$ cat config.mk
export PLATFORM = sky130hd
export DESIGN_NAME = uart_sram_tx_interface
export DESIGN_NICKNAME = d
export VERILOG_FILES = /design/src/rtl/uart_sram_tx_interface.sv
export SDC_FILE = /design/constraint.sdc
export NUM_CORES = 1
export LEC_CHECK = 0
export ABC_AREA = 1
export CAP_MARGIN = 0
export CORE_MARGIN = 2
export CORE_UTILIZATION = 45
export CTS_CLUSTER_DIAMETER = 40
export DETAILED_ROUTE_END_ITERATION = 7
export GPL_TIMING_DRIVEN = 1
export PLACE_DENSITY = 0.77
export SYNTH_ARGS = -nofsm -noshare
export SYNTH_HDL_FRONTEND = slang
export SYNTH_SLANG_ARGS = --single-unit
$ cat constraint.sdc
create_clock -name Clock -period 2.8 [get_ports Clock]
set_clock_uncertainty 0.1 [all_clocks]
set_input_delay 0.7 -clock Clock [delete_from_list [all_inputs] [get_ports Clock]]
set_output_delay 0.7 -clock Clock [all_outputs]
set_load 0.1 [all_outputs]
$ cat src/rtl/uart_sram_tx_interface.sv
// Streams a block of 16-bit SRAM words out of an 8N1 UART, high byte first, prefetching
// the next word during the low-byte frame. Optional trailing XOR frame: UART_TX_CHECKSUM_EN.
module uart_sram_tx_interface #(
  parameter int unsigned CLKS_PER_BIT      = 434,
  parameter int unsigned SRAM_READ_LATENCY = 2
) (
  input  logic        Clock,
  input  logic        Resetn,
  input  logic        Start,
  input  logic [17:0] Start_address,
  input  logic [17:0] Word_count,
  output logic [17:0] SRAM_address,
  input  logic [15:0] SRAM_read_data,
  output logic        SRAM_we_n,
  output logic        UART_TX_O,
  output logic        Busy,
  output logic        Done
);

  localparam int unsigned BaudW = $clog2(CLKS_PER_BIT + 1);
  localparam int unsigned LatW  = $clog2(SRAM_READ_LATENCY + 1);

  typedef enum logic [2:0] {
    S_TX_IDLE,
    S_TX_READ,
    S_TX_WAIT,
    S_TX_START_BIT,
    S_TX_DATA,
    S_TX_STOP_BIT,
    S_TX_DONE
  } tx_state_e;

  tx_state_e        state_q, state_d;
  logic [17:0]      addr_q, addr_d;
  logic [17:0]      remain_q, remain_d;
  logic [7:0]       low_byte_q, low_byte_d;
  logic [15:0]      next_q, next_d;
  logic             next_vld_q, next_vld_d;
  logic             fetch_pend_q, fetch_pend_d;
  logic [LatW-1:0]  lat_q, lat_d;
  logic [BaudW-1:0] baud_q, baud_d;
  logic [2:0]       bit_q, bit_d;
  logic [7:0]       shift_q, shift_d;
  logic             on_low_q, on_low_d;
  logic             last_tick;
`ifdef UART_TX_CHECKSUM_EN
  logic [7:0]       csum_q, csum_d;
  logic             csum_frame_q, csum_frame_d;
`endif

  assign last_tick    = (baud_q == BaudW'(CLKS_PER_BIT - 1));
  assign SRAM_address = addr_q;
  assign SRAM_we_n    = 1'b1;
  assign Busy         = (state_q != S_TX_IDLE);
  assign Done         = (state_q == S_TX_DONE);

  always_comb begin
    UART_TX_O = 1'b1;
    if (state_q == S_TX_START_BIT) begin
      UART_TX_O = 1'b0;
    end else if (state_q == S_TX_DATA) begin
      UART_TX_O = shift_q[0];
    end
  end

  always_comb begin
    state_d      = state_q;
    addr_d       = addr_q;
    remain_d     = remain_q;
    low_byte_d   = low_byte_q;
    next_d       = next_q;
    next_vld_d   = next_vld_q;
    fetch_pend_d = fetch_pend_q;
    lat_d        = lat_q;
    baud_d       = baud_q;
    bit_d        = bit_q;
    shift_d      = shift_q;
    on_low_d     = on_low_q;
`ifdef UART_TX_CHECKSUM_EN
    csum_d       = csum_q;
    csum_frame_d = csum_frame_q;
`endif

    // Background prefetch: runs inside the low-byte frame, which is far longer than the latency.
    if (fetch_pend_q) begin
      if (lat_q == '0) begin
        next_d       = SRAM_read_data;
        next_vld_d   = 1'b1;
        fetch_pend_d = 1'b0;
        remain_d     = remain_q - 18'd1;
`ifdef UART_TX_CHECKSUM_EN
        csum_d       = csum_q ^ SRAM_read_data[15:8] ^ SRAM_read_data[7:0];
`endif
      end else begin
        lat_d = lat_q - LatW'(1);
      end
    end

    unique case (state_q)
      S_TX_IDLE: begin
        if (Start) begin
          addr_d       = Start_address;
          remain_d     = Word_count;
          next_vld_d   = 1'b0;
          fetch_pend_d = 1'b0;
          baud_d       = '0;
          bit_d        = '0;
          on_low_d     = 1'b0;
`ifdef UART_TX_CHECKSUM_EN
          csum_d       = '0;
`endif
          if (Word_count == '0) begin
`ifdef UART_TX_CHECKSUM_EN
            shift_d      = '0;
            csum_frame_d = 1'b1;
            state_d      = S_TX_START_BIT;
`else
            state_d      = S_TX_DONE;
`endif
          end else begin
            state_d = S_TX_READ;
          end
        end
      end

      S_TX_READ: begin
        lat_d   = '0;
        state_d = S_TX_WAIT;
      end

      S_TX_WAIT: begin
        if (lat_q == LatW'(SRAM_READ_LATENCY - 1)) begin
          shift_d    = SRAM_read_data[15:8];
          low_byte_d = SRAM_read_data[7:0];
          remain_d   = remain_q - 18'd1;
`ifdef UART_TX_CHECKSUM_EN
          csum_d     = csum_q ^ SRAM_read_data[15:8] ^ SRAM_read_data[7:0];
`endif
          on_low_d   = 1'b0;
          baud_d     = '0;
          state_d    = S_TX_START_BIT;
        end else begin
          lat_d = lat_q + LatW'(1);
        end
      end

      S_TX_START_BIT: begin
        if (last_tick) begin
          baud_d  = '0;
          bit_d   = '0;
          state_d = S_TX_DATA;
        end else begin
          baud_d = baud_q + BaudW'(1);
        end
      end

      S_TX_DATA: begin
        if (last_tick) begin
          baud_d  = '0;
          shift_d = {1'b0, shift_q[7:1]};
          if (bit_q == 3'd7) begin
            state_d = S_TX_STOP_BIT;
          end else begin
            bit_d = bit_q + 3'd1;
          end
        end else begin
          baud_d = baud_q + BaudW'(1);
        end
      end

      S_TX_STOP_BIT: begin
        if (last_tick) begin
          baud_d  = '0;
          state_d = S_TX_START_BIT;
`ifdef UART_TX_CHECKSUM_EN
          if (csum_frame_q) begin
            csum_frame_d = 1'b0;
            state_d      = S_TX_DONE;
          end else
`endif
          if (!on_low_q) begin
            on_low_d = 1'b1;
            shift_d  = low_byte_q;
            if (remain_q != '0) begin
              addr_d       = addr_q + 18'd1;
              fetch_pend_d = 1'b1;
              lat_d        = LatW'(SRAM_READ_LATENCY);
            end
          end else if (next_vld_q) begin
            on_low_d   = 1'b0;
            next_vld_d = 1'b0;
            shift_d    = next_q[15:8];
            low_byte_d = next_q[7:0];
          end else begin
`ifdef UART_TX_CHECKSUM_EN
            shift_d      = csum_q;
            csum_frame_d = 1'b1;
`else
            state_d      = S_TX_DONE;
`endif
          end
        end else begin
          baud_d = baud_q + BaudW'(1);
        end
      end

      S_TX_DONE: state_d = S_TX_IDLE;

      default: state_d = S_TX_IDLE;
    endcase
  end

  always_ff @(posedge Clock or negedge Resetn) begin
    if (!Resetn) begin
      state_q      <= S_TX_IDLE;
      addr_q       <= '0;
      remain_q     <= '0;
      low_byte_q   <= '0;
      next_q       <= '0;
      next_vld_q   <= 1'b0;
      fetch_pend_q <= 1'b0;
      lat_q        <= '0;
      baud_q       <= '0;
      bit_q        <= '0;
      shift_q      <= '0;
      on_low_q     <= 1'b0;
`ifdef UART_TX_CHECKSUM_EN
      csum_q       <= '0;
      csum_frame_q <= 1'b0;
`endif
    end else begin
      state_q      <= state_d;
      addr_q       <= addr_d;
      remain_q     <= remain_d;
      low_byte_q   <= low_byte_d;
      next_q       <= next_d;
      next_vld_q   <= next_vld_d;
      fetch_pend_q <= fetch_pend_d;
      lat_q        <= lat_d;
      baud_q       <= baud_d;
      bit_q        <= bit_d;
      shift_q      <= shift_d;
      on_low_q     <= on_low_d;
`ifdef UART_TX_CHECKSUM_EN
      csum_q       <= csum_d;
      csum_frame_q <= csum_frame_d;
`endif
    end
  end

endmodule

# After elaboration in Yosys (flattened, before gate mapping)
# Cells that the tools add are included.
# op_classes
eq_ne	21
addsub	6
div_mod_pow	0
shifts	0
n_reduce_logical	20
n_bitwise	0
n_mul	0
mux	69
order_cmp	0
# ops
op	count
$mux W18	8
$mux W8	9
$pmux W18 S2	2
$mux W3	13
$mux W9	3
$pmux W9 S3	1
$pmux W8 S3	1
$ne A2 B2 Y1 const B	10
$reduce_and A5 Y1	4
$mux W1	19
$add A18 B1 Y18 const B	1
$logic_not A18 Y1	1
$pmux W3 S6	1
$reduce_bool A18 Y1	1
$sub A18 B1 Y18 const B	1
$pmux W8 S2	1
$reduce_bool A3 Y1	5
$eq A3 B3 Y1 const B	4
$mux W2	6
$add A9 B1 Y9 const B	1
$eq A9 B9 Y1 const B	1
$pmux W3 S3	1
$eq A3 B2 Y1 const B	2
$pmux W2 S3	1
17 further kinds	19
# totals
n_memories	0
input_bits	55
out_inout_bits	22
ram_bits	0
regBits	88
mem_bits_ro	0
latchBits	0

# Logic depth before layout (Yosys ltp)
# Gate-level depths: netlist (run 1).
# logic_depth
word_depth	7
ltp_mapped	11
ltp_nobuf	11

# Least setup slack after synthesis (run 1)
# Ideal clock, no wire load.
# synth_path
path_type	register -> output
startpoint	register state_q[2]
endpoint	output UART_TX_O
path_stages_with_launch	5
t_arrival_ps	2752
slack_ps	-752
cell_sequence	dfrtp_1 > inv_2 > nand3_1 > inv_1 > o21ai_0
# synth_between
elab_chain_cells	3
elab_cells_between_ends	4
# synth_rtl
item	line	source
from (decl)	33	tx_state_e state_q, state_d;
from (signal assigned)	232	state_q <= state_d;
$eq A3 B3 Y1	61	end else if (state_q == S_TX_DATA) begin
$mux W1	61	
$mux W1 (*)	59	if (state_q == S_TX_START_BIT) begin
to (decl)	15	output logic UART_TX_O,
# Every way passes the cells marked *; elsewhere a longest branch is shown, timed or not.

# Worst setup path after layout (run 1)
# layout_path
startpoint	register state_q[1]
endpoint	output UART_TX_O
# The elaborated chain is that of the path after synthesis.

==> summary.md, run 1 <==
| Metric | Value |
|---|---|
| Vias in the first global route | `5,167` |
| Final-report hold violation count | `0` |
| Die Y | `117 µm` |
| GRT overflow | `0` |
| Most frequent cells in the layout | `nand2_1 (294), dfrtp_1 (88), inv_1 (83), nand3_1 (76), nor2_1 (66)` |
| Reg2reg path depth | `9` |
| Fraction of registers with async set/reset | `100%` |
| Final non-filler cell total | `1,095` |
| # Max-Cap Violations | `0` |
| Post-CTS sizing | `0` |
| Htree depth | `3` |
| Run status | `finished, final reports clean` |
| IO buf count | `75` |
| Worst hold path type | `input port to asynchronous set/reset pin` |
| Synthesis Warnings | `0` |
| CP Max Fanout | `5` |
| Post-Synth XOR/XNOR Area | `2.45%` |
| Yosys top cell area share | `38.5%` |
| Worst-path clk slew | `0.07 ns` |
| Setup slack at placement | `0.385 ns` |
| Final WS setup | `0.321 ns` |
| DP Wirelength | `11.1 mm` |
| Worst slew pin tran | `0.679 ns` |
| CTS tree | `done` |
| Area growth syn-to-layout | `22.0%` |
| First-pass GRT wire length | `24.7 mm` |
| Synth Register Bits | `88` |
| CP endpoint kind | `output pin` |
| Synth top area cells | `dfrtp_1 (38%), nand2_1 (19%), nand3_1 (6.6%), inv_1 (5.4%), nor2_1 (4.5%)` |
| Origin of the critical flop-to-flop path | `baud_q[1]` |
| Mean post-synth cell area | `6.83 µm²` |
| Drt via density | `5.21` |
| Initial antenna violation count | `0` |
| Compound-cell area share of the yosys netlist | `12.4%` |
| End of the worst register-to-register path | `low_byte_q[4]` |
| Core area | `0.0125 mm²` |
| CTS Buffer Depth | `2` |
| Drt total wl | `15.1 mm` |
| CTS Sinks | `88` |
| Peak Freq | `403 MHz` |
| Total Routing Usage GR | `23.0%` |
| Inst Count DP | `1,079` |
| Cts bufs inserted | `9` |
| ANT cells | `0` |
| Most area-hungry cell type in the Yosys netlist | `dfrtp_1` |
| Leak | `3.32 nW` |
| DRT Pass-1 Iters | `5` |
| Placed Area | `0.00666 mm²` |
| Largest family of logic cells by synthesized area | `simple AND/OR/NAND/NOR gates` |
| Routed wire per std cell | `13.8 µm` |
| Minimum clock period | `2.48 ns` |
| Share of layout cells above drive strength 1 | `9.64%` |
| Cells after Synth | `838` |
| Min Hold Slack | `0.252 ns` |
| Die footprint | `0.0136 mm²` |
| Non-Filler Cell Area, Final | `0.00698 mm²` |
| Pwr dens | `400 mW/mm²` |
| Crit path launch type | `flip-flop` |
| Post-synthesis mux area share | `0%` |
| Site Rows | `41` |
| DR iter-0 viols | `546` |
| Placer Congestion | `0.928` |
| Main flop type after synthesis | `dfrtp_1` |
| Layout Nets | `980` |
| Final Max Tran Viols | `0` |
| Residual DRC | `0` |
| Die width | `117 µm` |
| Adder-cell share of the synthesized area | `1.53%` |
| # IOs | `77` |
| Mapped Nets | `900` |
| WP data arrival | `1.68 ns` |
| RSZ-0062 raised after global routing | `false` |
| Post-synthesis simple-gate area fraction | `36.6%` |
| Required @ worst endpoint | `2.00 ns` |
| Slew headroom | `54.8%` |
| Largest net degree at the start of global routing | `44` |
| Mapped Area | `0.00572 mm²` |
| Final period util | `88.5%` |
| Commonest non-fill, non-tap cell in the layout | `nand2_1` |
| # Post-CTS Setup Buffers | `0` |
| Sequential area share after synthesis | `38.5%` |
| R2r setup slk | `0.53 ns` |
| Crit path kind | `flip-flop to output pin` |
| Initial Utilization | `45.7%` |
| Antenna violation net count after detailed routing | `0` |
| Final setup fails | `0` |
| CTS Hold Buffers Added | `0` |
| DR vias | `5,710` |
| Post-Route Setup TNS | `0 ns` |
| Peak VDD IR | `0.310 mV` |
| FILL cells | `1,224` |
| Number of synthesized flops with an enable pin | `0` |
| Worst skew pair latency | `0.35 ns` |
| Clock Root Buffer | `clkbuf_16` |
| Post-synth cell types | `44` |
-- worst max path at each step --
| stage | from | to | slack [ns] |
|---|---|---|---|
| after detailed placement | Start | baud_q[5] | 0.38 |
| final | state_q[1] | UART_TX_O | 0.32 |
| after global routing | state_q[0] | UART_TX_O | 0.22 |
| after global placement | Start | remain_q[5] | 0.42 |
| after floorplan | state_q[2] | UART_TX_O | -0.0008 |
| after CTS | state_q[1] | UART_TX_O | 0.33 |
-- synth_stat cells (2+ instances only) --
| library cell | number |
|---|---|
| a21oi_1 | 16 |
| a22oi_1 | 3 |
| a31oi_1 | 3 |
| buf_2 | 6 |
| buf_4 | 2 |
| buf_6 | 3 |
| clkbuf_1 | 7 |
| dfrtp_1 | 88 |
| ha_1 | 7 |
| inv_1 | 83 |
| inv_2 | 16 |
| nand2_1 | 294 |
| nand2_2 | 4 |
| nand2_4 | 3 |
| nand3_1 | 76 |
| nand3b_1 | 4 |
| nand4_1 | 13 |
| nor2_1 | 68 |
| nor2_2 | 2 |
| nor2_4 | 2 |
| nor3_1 | 10 |
| nor4_1 | 2 |
| o2111ai_1 | 8 |
| o211ai_1 | 6 |
| o21ai_0 | 46 |
| o21ai_1 | 21 |
| o21bai_1 | 3 |
| o221ai_1 | 7 |
| o22ai_1 | 3 |
| or2_2 | 4 |
| xnor2_1 | 3 |
| xor2_1 | 13 |
-- report_power, final --
part	total [mW]	switching, mW	internal, mW	leakage, nW
registers	1.29	0.00576	1.28	0.927
clock network	1.35	0.554	0.799	0.160
logic	0.150	0.0688	0.0808	2.23
total	2.79	0.629	2.16	3.32
-- sequential cells by signal, indices dropped and copies added, names as in the netlist, 3 cells and up --
signal,cells
SRAM_address,18
baud_q,9
bit_q,3
low_byte_q,8
next_q,16
remain_q,18
shift_q,8
state_q,3
-- critical path, stage by stage, from the launching register on --
cell,delay [ns]
dfrtp_1,0.45
inv_2,0.11
nand3_1,0.19
nand2_1,0.16
o21ai_1,0.20
buf_12,0.22
-- final cells by class --
| class | count | area [µm²] | share of cell area (%) |
|---|---|---|---|
| repair buffers | 88 | 818 | 11.7 |
| clock inverters | 6 | 97.6 | 1.40 |
| well taps | 172 | 215 | 3.08 |
| multi-input cells | 631 | 3050 | 43.6 |
| flip-flops and latches | 88 | 2200 | 31.5 |
| clock buffers | 10 | 229 | 3.28 |
| inverters | 100 | 375 | 5.38 |
-- cells by family after synthesis --
logic type	after synthesis
adder cells (fa/ha/maj)	7
AND/OR/NAND/NOR	487
other	1
AO/OA/AOI/OAI	120
buffers and inverters	119
XOR/XNOR	16
flip-flops	88
-- routing by layer --
layer  vias up  global-route usage [%]  part of all wire [%]
li1       2895                       -                     -
met1      2616                    32.2                    48
met2       182                    35.9                    45
met3        17                    3.94                   6.0
met4         0                    8.08                   1.4
met5         -                       0                     0
-- stage by stage --
step | util (%) | power, mW
3_3_place_gp | 53.2 | 1.46
6_report | 55.8 | 2.79
4_1_cts | 55.8 | 2.81
2_1_floorplan | - | 1.34
5_1_grt | 55.8 | 2.88
3_5_place_dp | 53.2 | 1.46
(Power assumes the default switching activity.)
==> run 2, diff against run 1 <==
--- a/config.mk
+++ b/config.mk
@@ -8,11 +8,12 @@
 export ABC_AREA = 1
 export CAP_MARGIN = 0
 export CORE_MARGIN = 2
-export CORE_UTILIZATION = 45
+export CORE_UTILIZATION = 50
 export CTS_CLUSTER_DIAMETER = 40
 export DETAILED_ROUTE_END_ITERATION = 7
 export GPL_TIMING_DRIVEN = 1
-export PLACE_DENSITY = 0.77
+export PLACE_DENSITY = 0.84
 export SYNTH_ARGS = -nofsm -noshare
 export SYNTH_HDL_FRONTEND = slang
 export SYNTH_SLANG_ARGS = --single-unit
+export TNS_END_PERCENT = 100
==> run 2 against run 1 <==
Compared with the run above:
- via count grew 2.0%
- die area down 9.7%
- wire length up 0.91%
- cell count fell by 2.8%
- global-route usage rose by 2.5 points
- worst hold slack better by 0.064 ns
- total power down 6.8%
- critical path depth did not move
- critical path type unchanged
- highest routed layer unchanged
==> summary.md, run 2 (synthesized netlist as in run 1, its figures left out) <==
| Metric | Value |
|---|---|
| Worst skew pair latency | `0.34 ns (about the same)` |
| Die width | `111 µm (-5.0%)` |
| Worst-path cell chain | `inv_2 -> nand3_1 -> nand2_1 -> o21ai_1 -> buf_12` |
| WL met2 | `6.84 mm (+0.66%)` |
| CTS Hold Buffers Added | `0 (unchanged)` |
| Cell internal pwr | `1.99 mW (-7.9%)` |
| Commonest non-fill, non-tap cell in the layout | `nand2_1` |
| ANT cells | `0 (unchanged)` |
| First-pass GRT wire length | `26.0 mm (+5.4%)` |
| Buf/Inv on CP | `2 (unchanged)` |
| Required @ worst endpoint | `2.00 ns (about the same)` |
| End of the worst register-to-register path | `SRAM_address[7]` |
| Vias in the first global route | `5,548 (+7.4%)` |
| Sequential share of power | `49.5% (+3.3 points)` |
| Worst-path clk slew | `0.07 ns (about the same)` |
| Site Rows | `39 (-4.9%)` |
| CTS tree | `done` |
| CTS Buffer Depth | `2 (unchanged)` |
| Initial antenna violation count | `0 (unchanged)` |
| WP data arrival | `1.66 ns (-0.02 ns)` |
| # Post-CTS Setup Buffers | `0 (unchanged)` |
| Minimum clock period | `2.46 ns (-0.0158 ns)` |
| Slew headroom | `50.3% (-4.4 points)` |
| Leak | `3.29 nW (-0.85%)` |
| Die footprint | `0.0123 mm² (-9.7%)` |
| Share of layout cells above drive strength 1 | `9.55% (-0.088 points)` |
| Routed wire per std cell | `14.3 µm (+3.8%)` |
| WP depth | `5 (unchanged)` |
| R2r setup slk | `0.53 ns (about the same)` |
| Origin of the critical flop-to-flop path | `baud_q[1]` |
| Die Y | `111 µm (-5.0%)` |
| DP Wirelength | `11.1 mm (about the same)` |
| Slowest stage cell on the critical path | `dfrtp_1` |
| Post-Route Setup TNS | `0 ns (unchanged)` |
| DRT met1 WL | `6.95 mm (-2.9%)` |
| Clock Root Buffer | `clkbuf_16` |
| DR iter-0 viols | `523 (-4.2%)` |
| Final Max Tran Viols | `0 (unchanged)` |
| Layout Nets | `979 (-0.10%)` |
| Worst Setup SP | `state_q[1]` |
| # Max-Cap Violations | `0 (unchanged)` |
| Crit path kind | `flip-flop to output pin` |
| # IOs | `77 (unchanged)` |
| Initial Utilization | `50.8% (+5.0 points)` |
| Worst slew pin tran | `0.745 ns (+0.0665 ns)` |
| Largest net degree at the start of global routing | `57 (+30%)` |
| Switching pwr | `611 µW (-2.9%)` |
| Drt total wl | `15.2 mm (+0.91%)` |
| Final setup fails | `0 (unchanged)` |
| GRT overflow | `0 (unchanged)` |
| Antenna violation net count after detailed routing | `0 (unchanged)` |
| IO buf count | `75 (unchanged)` |
| Reg2reg path depth | `10 (+1)` |
| Clk pwr share | `44.9% (-3.6 points)` |
| Inst Count DP | `1,049 (-2.8%)` |
| Most frequent cells in the layout | `nand2_1 (294), dfrtp_1 (88), inv_1 (83), nand3_1 (76), nor2_1 (66)` |
| Final-report hold violation count | `0 (unchanged)` |
| Area growth syn-to-layout | `20.2%` |
| WL met3 | `1.01 mm (+12%)` |
| Total Routing Usage GR | `25.4% (+2.5 points)` |
| Final non-filler cell total | `1,064 (-2.8%)` |
| Peak VDD IR | `0.270 mV (-13%)` |
| RSZ-0062 raised after global routing | `false` |
| Htree depth | `3 (unchanged)` |
| Residual DRC | `0 (unchanged)` |
| DRT Pass-1 Iters | `5 (unchanged)` |
| Final period util | `88.0% (-0.56 points)` |
| Cts bufs inserted | `9 (unchanged)` |
| Placer Congestion | `0.959 (+3.3%)` |
| Post-CTS sizing | `0 (unchanged)` |
| Run status | `finished, final reports clean` |
| CP Max Fanout | `5 (unchanged)` |
| Setup crit end | `UART_TX_O` |
| Combinational Power Share | `5.6% (+0.2 points)` |
| Core area | `0.0113 mm² (-9.9%)` |
| CTS Sinks | `88 (unchanged)` |
| Drt via density | `5.47 (+4.9%)` |
| Largest delay share family, worst path | `flip-flops` |
| Worst hold path type | `input port to asynchronous set/reset pin` |
| CP max stage delay | `0.45 ns (about the same)` |
| CP endpoint kind | `output pin` |
| DR vias | `5,822 (+2.0%)` |
| Peak Freq | `406 MHz (+0.64%)` |
| Crit path launch type | `flip-flop` |
| Pwr dens | `378 mW/mm² (-5.4%)` |
| Highest metal used | `met4` |
| Net Sw Frac | `23.5% (+0.94 points)` |
-- run 2: worst min-delay path by stage --
stage / start / to / cells past startpoint
2_1_floorplan: Resetn / SRAM_address[0] / 0
3_3_place_gp: next_q[8] / next_q[8] / 2
3_5_place_dp: next_q[14] / next_q[14] / 2
4_1_cts: Resetn / remain_q[10] / 1
5_1_grt: Resetn / remain_q[2] / 1
6_report: Resetn / remain_q[5] / 1
-- run 2: stage by stage --
stage	util, %	power, mW	setup WS (ns)	cell area, µm²	hold slack (ns)
2_1_floorplan	-	1.34	-0.000838	5730	0.304
3_3_place_gp	58.6	1.46	0.243	6600	0.354
3_5_place_dp	58.6	1.46	0.167	6600	0.359
4_1_cts	61.0	2.60	0.354	6880	0.356
5_1_grt	61.0	2.68	0.204	6880	0.390
6_report	61.0	2.60	0.336	6880	0.317
-- run 2: final cells by class --
type	count	area (µm²)
fill	1021	4390
sequential	88	2200
clock buffer	10	239
tap	143	179
inverter	100	375
timing repair buffer	87	798
multi-input combinational	631	3050
clock inverter	5	40.0
-- run 2: power groups by stage --
stage | registers, mW | clock network [mW] | logic, mW
3_5_place_dp | 1.31 | 0 | 0.147
6_report | 1.29 | 1.17 | 0.146
4_1_cts | 1.29 | 1.17 | 0.148
3_3_place_gp | 1.31 | 0 | 0.145
2_1_floorplan | 1.31 | 0 | 0.0284
5_1_grt | 1.29 | 1.23 | 0.162
-- run 2: per-layer routing --
metal	global-route usage, %	vias to the layer above
met5	0	-
met4	8.83	0
met3	4.32	34
met2	40.0	227
met1	35.7	2678
li1	-	2883
